==> config.mk <==
export PLATFORM = sky130hd
export DESIGN_NAME = ludh_inst_loader_flat
export DESIGN_NICKNAME = d
export VERILOG_FILES = /design/src/rtl/ludh_inst_loader_if.sv /design/src/rtl/ludh_inst_loader.sv /design/src/flat_wrapper.sv
export SDC_FILE = /design/constraint.sdc
export NUM_CORES = 1
export LEC_CHECK = 0
export ABC_AREA = 1
export ABC_CLOCK_PERIOD_IN_PS = 1700
export CORE_UTILIZATION = 33
export DETAILED_ROUTE_END_ITERATION = 10
export PLACE_DENSITY = 0.78
export SYNTH_ARGS = -nofsm -noshare
export SYNTH_HDL_FRONTEND = slang
export SYNTH_SLANG_ARGS = --single-unit
==> constraint.sdc <==
create_clock -name CLK_100 -period 1.7 [get_ports CLK_100]
set_input_delay 0.51 -clock CLK_100 [delete_from_list [all_inputs] [get_ports CLK_100]]
set_output_delay 0.51 -clock CLK_100 [all_outputs]
set_load 0.02 [all_outputs]
==> src/rtl/ludh_inst_loader_if.sv <==
// Stream and instruction-BRAM bus bundle for the LU-decomposition instruction loader.
// The loader is the master: it owns the BRAM port and accepts the word stream through s_ready.
interface ludh_inst_loader_if #(
  parameter int ADDR_WIDTH = 10
) ();
  logic [31:0]           s_data;
  logic                  s_valid;
  logic                  s_last;
  logic                  s_ready;
  logic [ADDR_WIDTH-1:0] inst_addr;
  logic [31:0]           inst_din_part_0;
  logic [31:0]           inst_din_part_1;
  logic [31:0]           inst_dout_part_0;
  logic [31:0]           inst_dout_part_1;
  logic                  inst_en;
  logic                  inst_we;

  modport master (
    input  s_data, s_valid, s_last, inst_dout_part_0, inst_dout_part_1,
    output s_ready, inst_addr, inst_din_part_0, inst_din_part_1, inst_en, inst_we
  );

  modport slave (
    output s_data, s_valid, s_last, inst_dout_part_0, inst_dout_part_1,
    input  s_ready, inst_addr, inst_din_part_0, inst_din_part_1, inst_en, inst_we
  );
endinterface

==> src/rtl/ludh_inst_loader.sv <==
// Packs 32-bit stream word pairs into 64-bit instruction BRAM writes, then runs the tester.
// Optional CRC read-back verification of the written program is enabled by LUDH_INST_VERIFY_EN.
module ludh_inst_loader #(
  parameter int ADDR_WIDTH = 10,
  parameter int CTRL_WIDTH = 60
) (
  input  logic                  CLK_100,
  input  logic                  RST_IN,
  input  logic                  arm,
  ludh_inst_loader_if.master    bus,
  output logic                  START,
  input  logic                  COMPLETED,
  output logic                  busy,
  output logic                  done,
  output logic                  error,
  output logic [1:0]            err_code,
  output logic [ADDR_WIDTH:0]   inst_count
);

  localparam logic [63:0] HI_MASK_W = (64'd1 << (CTRL_WIDTH - 32)) - 64'd1;
  localparam logic [31:0] HI_MASK   = HI_MASK_W[31:0];
  localparam logic [ADDR_WIDTH:0] CNT_ONE = (ADDR_WIDTH+1)'(1);

  typedef enum logic [3:0] {
    S_IDLE,
    S_LOAD_LO,
    S_LOAD_HI,
    S_RUN,
    S_WAIT,
    S_DONE,
    S_ERROR
`ifdef LUDH_INST_VERIFY_EN
    , S_VERIFY
`endif
  } state_t;

  state_t      state;
  logic [31:0] lo_reg;
  logic [31:0] hi_masked;
  logic        overflow;
  logic        wr_fire;

  // inst_count doubles as the write address; its top bit means every slot is used.
  assign overflow  = inst_count[ADDR_WIDTH];
  assign hi_masked = bus.s_data & HI_MASK;
  assign wr_fire   = (state == S_LOAD_HI) && bus.s_valid && !overflow;

  assign bus.s_ready = (state == S_LOAD_LO) || (state == S_LOAD_HI);
  assign busy        = !((state == S_IDLE) || (state == S_DONE) || (state == S_ERROR));

`ifdef LUDH_INST_VERIFY_EN
  logic [ADDR_WIDTH:0] rd_addr;
  logic                rd_pend;
  logic                rd_fire;
  logic [31:0]         crc_wr;
  logic [31:0]         crc_rd;

  assign rd_fire = (state == S_VERIFY) && (rd_addr < inst_count);

  function automatic logic [31:0] crc32_word(input logic [31:0] crc, input logic [31:0] data);
    logic [31:0] c;
    c = crc ^ data;
    for (int i = 0; i < 32; i++) begin
      c = c[0] ? ((c >> 1) ^ 32'hEDB88320) : (c >> 1);
    end
    return c;
  endfunction
`else
  logic unused_dout;
  assign unused_dout = ^{bus.inst_dout_part_0, bus.inst_dout_part_1};
`endif

  // The write is combinational with the accepted high word so no bubble is ever inserted.
  always_comb begin
    bus.inst_en         = wr_fire;
    bus.inst_we         = wr_fire;
    bus.inst_addr       = inst_count[ADDR_WIDTH-1:0];
    bus.inst_din_part_0 = wr_fire ? lo_reg : 32'd0;
    bus.inst_din_part_1 = wr_fire ? hi_masked : 32'd0;
`ifdef LUDH_INST_VERIFY_EN
    if (rd_fire) begin
      bus.inst_en   = 1'b1;
      bus.inst_addr = rd_addr[ADDR_WIDTH-1:0];
    end
`endif
  end

  always_ff @(posedge CLK_100 or negedge RST_IN) begin
    if (!RST_IN) begin
      state      <= S_IDLE;
      lo_reg     <= 32'd0;
      START      <= 1'b0;
      done       <= 1'b0;
      error      <= 1'b0;
      err_code   <= 2'd0;
      inst_count <= '0;
`ifdef LUDH_INST_VERIFY_EN
      rd_addr    <= '0;
      rd_pend    <= 1'b0;
      crc_wr     <= 32'hFFFFFFFF;
      crc_rd     <= 32'hFFFFFFFF;
`endif
    end else begin
      done <= 1'b0;
      case (state)
        S_IDLE, S_DONE, S_ERROR: begin
          if (arm) begin
            state      <= S_LOAD_LO;
            inst_count <= '0;
            error      <= 1'b0;
            err_code   <= 2'd0;
`ifdef LUDH_INST_VERIFY_EN
            crc_wr     <= 32'hFFFFFFFF;
`endif
          end
        end
        S_LOAD_LO: begin
          if (bus.s_valid) begin
            lo_reg <= bus.s_data;
            if (bus.s_last) begin
              state    <= S_ERROR;
              error    <= 1'b1;
              err_code <= 2'd1;
            end else begin
              state <= S_LOAD_HI;
            end
          end
        end
        S_LOAD_HI: begin
          if (bus.s_valid) begin
            if (overflow) begin
              state    <= S_ERROR;
              error    <= 1'b1;
              err_code <= 2'd2;
            end else begin
              inst_count <= inst_count + CNT_ONE;
`ifdef LUDH_INST_VERIFY_EN
              crc_wr <= crc32_word(crc32_word(crc_wr, lo_reg), hi_masked);
              if (bus.s_last) begin
                state   <= S_VERIFY;
                rd_addr <= '0;
                rd_pend <= 1'b0;
                crc_rd  <= 32'hFFFFFFFF;
              end else begin
                state <= S_LOAD_LO;
              end
`else
              state <= bus.s_last ? S_RUN : S_LOAD_LO;
`endif
            end
          end
        end
`ifdef LUDH_INST_VERIFY_EN
        // Reads issue one per cycle; data lands a cycle later and the verdict follows the last one.
        S_VERIFY: begin
          if (rd_fire) rd_addr <= rd_addr + CNT_ONE;
          rd_pend <= rd_fire;
          if (rd_pend) begin
            crc_rd <= crc32_word(crc32_word(crc_rd, bus.inst_dout_part_0), bus.inst_dout_part_1);
          end
          if (!rd_fire && !rd_pend) begin
            if (crc_rd == crc_wr) begin
              state <= S_RUN;
            end else begin
              state    <= S_ERROR;
              error    <= 1'b1;
              err_code <= 2'd3;
            end
          end
        end
`endif
        S_RUN: begin
          START <= 1'b1;
          state <= S_WAIT;
        end
        S_WAIT: begin
          if (COMPLETED) begin
            START <= 1'b0;
            done  <= 1'b1;
            state <= S_DONE;
          end
        end
        default: state <= S_IDLE;
      endcase
    end
  end

endmodule

==> src/flat_wrapper.sv <==
// flat-port wrapper written by rule: the top's interface ports become plain ports
module ludh_inst_loader_flat 
#(
  parameter int ADDR_WIDTH = 10,
  parameter int CTRL_WIDTH = 60
)
  (CLK_100, RST_IN, arm, START, COMPLETED, busy, done, error, err_code, inst_count, bus_s_data, bus_s_valid, bus_s_last, bus_inst_dout_part_0, bus_inst_dout_part_1, bus_s_ready, bus_inst_addr, bus_inst_din_part_0, bus_inst_din_part_1, bus_inst_en, bus_inst_we);
  ludh_inst_loader_if #(.ADDR_WIDTH(ADDR_WIDTH)) bus_i ();
  input  logic CLK_100;
  input  logic RST_IN;
  input  logic arm;
  output logic START;
  input  logic COMPLETED;
  output logic busy;
  output logic done;
  output logic error;
  output logic [1:0] err_code;
  output logic [ADDR_WIDTH:0] inst_count;
  input wire logic [$bits(bus_i.s_data)-1:0] bus_s_data;
  input wire logic [$bits(bus_i.s_valid)-1:0] bus_s_valid;
  input wire logic [$bits(bus_i.s_last)-1:0] bus_s_last;
  input wire logic [$bits(bus_i.inst_dout_part_0)-1:0] bus_inst_dout_part_0;
  input wire logic [$bits(bus_i.inst_dout_part_1)-1:0] bus_inst_dout_part_1;
  output wire logic [$bits(bus_i.s_ready)-1:0] bus_s_ready;
  output wire logic [$bits(bus_i.inst_addr)-1:0] bus_inst_addr;
  output wire logic [$bits(bus_i.inst_din_part_0)-1:0] bus_inst_din_part_0;
  output wire logic [$bits(bus_i.inst_din_part_1)-1:0] bus_inst_din_part_1;
  output wire logic [$bits(bus_i.inst_en)-1:0] bus_inst_en;
  output wire logic [$bits(bus_i.inst_we)-1:0] bus_inst_we;
  assign bus_i.s_data = bus_s_data;
  assign bus_i.s_valid = bus_s_valid;
  assign bus_i.s_last = bus_s_last;
  assign bus_i.inst_dout_part_0 = bus_inst_dout_part_0;
  assign bus_i.inst_dout_part_1 = bus_inst_dout_part_1;
  assign bus_s_ready = bus_i.s_ready;
  assign bus_inst_addr = bus_i.inst_addr;
  assign bus_inst_din_part_0 = bus_i.inst_din_part_0;
  assign bus_inst_din_part_1 = bus_i.inst_din_part_1;
  assign bus_inst_en = bus_i.inst_en;
  assign bus_inst_we = bus_i.inst_we;
  ludh_inst_loader #(.ADDR_WIDTH(ADDR_WIDTH), .CTRL_WIDTH(CTRL_WIDTH)) u_core (.CLK_100(CLK_100), .RST_IN(RST_IN), .arm(arm), .bus(bus_i), .START(START), .COMPLETED(COMPLETED), .busy(busy), .done(done), .error(error), .err_code(err_code), .inst_count(inst_count));
endmodule
==> metrics.md <==
| Metric | Value |
|---|---|
| CP Class | reg2out |
| I/O pin total | roughly 200 |
| Worst vdd ir | between 800 and 900 uV |
| CTS clk-pin slew, worst paths | ~90 ps |
| Mapped cell area | a little under 0.003 mm2 |
| Die ar. | roughly 0.009 mm2 |
| DRT iter0 DRCs | between 80 and 90 |
| Power per cell area | roughly 1200 mW/mm2 |
| WP data required | between 1000 and 1500 ps |
| Number of flip-flops in the largest register | 32 |
| Mapped Cells | 402 |
| Total number of vias | slightly below 3k |
| Starting Density | a little over a third |
| H-tree Lvls | 2 |
| Grt ovf | 0 |
| Pin count of the biggest net entering global routing | 52 |
| HP Class | in2async |
| Die Y | approximately 96 um |
| Clock buffer depth | 2 |
| TritonCTS clock tree | built |
| First-pass detailed-route iteration total | 4 |
| Startpoint Class | flip-flop |
| Final Cell Area | between 0.005 and 0.006 mm2 |
| Commonest non-fill, non-tap cell in the layout | inv_1 |
| Drt wl/cell | approximately 13 um |
| Ant. Diodes | 0 |
| Crit path DAT | between 1500 and 2000 ps |
| ANT nets after route | 0 |
| HPWL after DPL | a little over 6000 um |
| Drt total wl | about 8400 um |
| Leakage | around 2.6 nW |
| Via/cell ratio | 4.44 |
| Min cycle time layout | 2060 ps |
| Worst hold margin | between 150 and 200 ps |
| Seq/Total Area, Yosys | around 44% |
| Most frequent cells in the layout | inv_1 (73), nand2_1 (70), buf_4 (59), buf_6 (52), dfrtp_1 (50) |
| Area Overhead vs Synth | 73.8% |
| Total power | 6.01 mW |
| Post-Place Cell Area | slightly below 0.005 mm2 |
| Global-route wire length before repair | between 10000 and 15000 um |
| Initial antenna violation count | 0 |
| RSZ-0062 raised after global routing | yes |
| Clock root buffer | clkbuf_8 |
| FF+latch count, synth | 51 |
| GR Util All Layers | roughly 18% |
| Vias in the first global route | around 2.7k |
| # rows | 33 |
| Fraction of layout cells with a size suffix above 1 | approximately 40% |
| Final setup fails | between 60 and 70 |
| Final slew viol count | 0 |
| Total core area | roughly 0.0083 mm2 |
| Max Clk Rate | between 0.4 and 0.5 GHz |
| Cts-stage hold buffer count | 0 |
| Fin crit share | 121% |
| # port buffers | about 130 |
| MaxCap Viol Count | 0 |
| Number of nets in the layout | ~670 |
| Status | complete, but fails checks |
| GP Congestion | ~0.86 |
| Die Wd | roughly 96 um |
| CP max FO | 14 |
| CTS buffer count | 5 |
| DR DRC count | 0 |
| Setup Skew | 8.20 ps |
| Final worst setup slack | -364 ps |
| Synth cell types | 26 |
| Yosys warns | 0 |
| Failing checks | negative setup slack |
| Final Hold Viols | 0 |
| Worst setup EP type | output port |
| Mean Syn Cell Area | between 7 and 8 um2 |
| Sink Count | about 50 |
| Worst-Skew Late Latency | about 300 ps |
-- critical path: stages, from the launching register on --
cell	delay, ps
dfrtp_1	400
inv_2	80
nand3_4	90
nor2_4	110
nand2_4	110
clkbuf_16	220
nor2_2	120
buf_6	130
-- worst paths after layout --
kind / slack, ps / cells past startpoint / startpoint / end
min: 180 / 2 / RST_IN / u_core.err_code[1]$_DFFE_PN0P_
max: -360 / 7 / u_core.state[2]$_DFFE_PN0P_ / bus_inst_din_part_0[19]
max reg2reg: 80 / 10 / u_core.state[1]$_DFFE_PN0P_ / u_core.state[0]$_DFFE_PN0P_
min reg2reg: 480 / 2 / u_core.err_code[0]$_DFFE_PN0P_ / u_core.err_code[0]$_DFFE_PN0P_
min in group CLK_100: 480 / 2 / u_core.err_code[0]$_DFFE_PN0P_ / u_core.err_code[0]$_DFFE_PN0P_
max in group asynchronous: 1270 / 2 / RST_IN / u_core.inst_count[0]$_DFFE_PN0P_
-- per-layer routing --
| layer | track usage [%] | part of all wire (%) | vias to the layer above |
|---|---|---|---|
| li1 | - | - | 1516 |
| met4 | 5.60 | 1.8 | 0 |
| met2 | 31.9 | 53 | 87 |
| met3 | 3.79 | 5.5 | 12 |
| met1 | 21.1 | 40 | 1358 |
| met5 | 0 | 0 | - |
-- metrics by stage --
| stage | setup WS (ps) | TNS [ps] | cells | utilization (%) |
|---|---|---|---|---|
| 2_1_floorplan | -70.2 | -3190 | 405 | - |
| 3_3_place_gp | -880 | -57680 | 660 | 57.6 |
| 3_5_place_dp | -907 | -59520 | 660 | 57.6 |
| 4_1_cts | -342 | -19360 | 667 | 58.4 |
| 5_1_grt | -435 | -25130 | 669 | 60.4 |
| 6_report | -364 | -20650 | 669 | 60.4 |
-- cells by family after synthesis --
family	Yosys count	synth area share, %
compound gates	53	10.3
xor+xnor	1	0.302
fa+ha+maj	1	0.432
buf+inv	109	17.0
flops	51	44.0
other cells	1	0.129
simple gates	186	27.9
-- synth_stat cells --
master / n / area, um2
or2_2: 1 / 6.26
buf_2: 12 / 60.1
nor2_1: 73 / 274
o21ai_0: 36 / 180
xor2_1: 1 / 8.76
buf_8: 1 / 15.0
inv_1: 75 / 282
nand3_1: 12 / 60.1
a21oi_1: 7 / 35.0
nand4_1: 8 / 50.1
o21a_1: 1 / 7.51
nand3_4: 1 / 17.5
o21bai_1: 3 / 22.5
buf_4: 15 / 113
dfrtp_1: 51 / 1280
conb_1: 1 / 3.75
ha_1: 1 / 12.5
nand2_1: 74 / 278
inv_2: 6 / 22.5
nor2_2: 3 / 18.8
o21ai_2: 6 / 52.6
nand3_2: 2 / 20.0
nand2_4: 1 / 11.3
nand2_2: 9 / 56.3
nor2_4: 1 / 11.3
nor3_1: 1 / 5.00
-- power by group --
group	total (mW)	switching, mW	leakage (nW)	internal, mW
Clock	0.653	0.377	0.0371	0.276
Sequential	1.88	0.233	0.648	1.65
Combinational	3.47	2.09	1.94	1.38
Total	6.01	2.70	2.63	3.31
-- what timing repair did --
| item | 4_1_cts | 5_1_grt |
|---|---|---|
| buffers inserted | 2 | 0 |
| gates cloned | 0 | 2 |
| resized for setup | 396 | 34 |
| endpoints found under the setup margin | 90 | 84 |
| pin swaps | 1 | 2 |
-- layout make-up --
| cell class | count | area (um2) |
|---|---|---|
| Clock buffer | 6 | 72.6 |
| Fill cell | 762 | 3300 |
| Inverter | 81 | 307 |
| Multi-Input combinational cell | 246 | 1510 |
| Sequential cell | 51 | 1280 |
| Tap cell | 105 | 131 |
| Timing Repair Buffer | 180 | 1740 |
(Power assumes the default switching activity.)
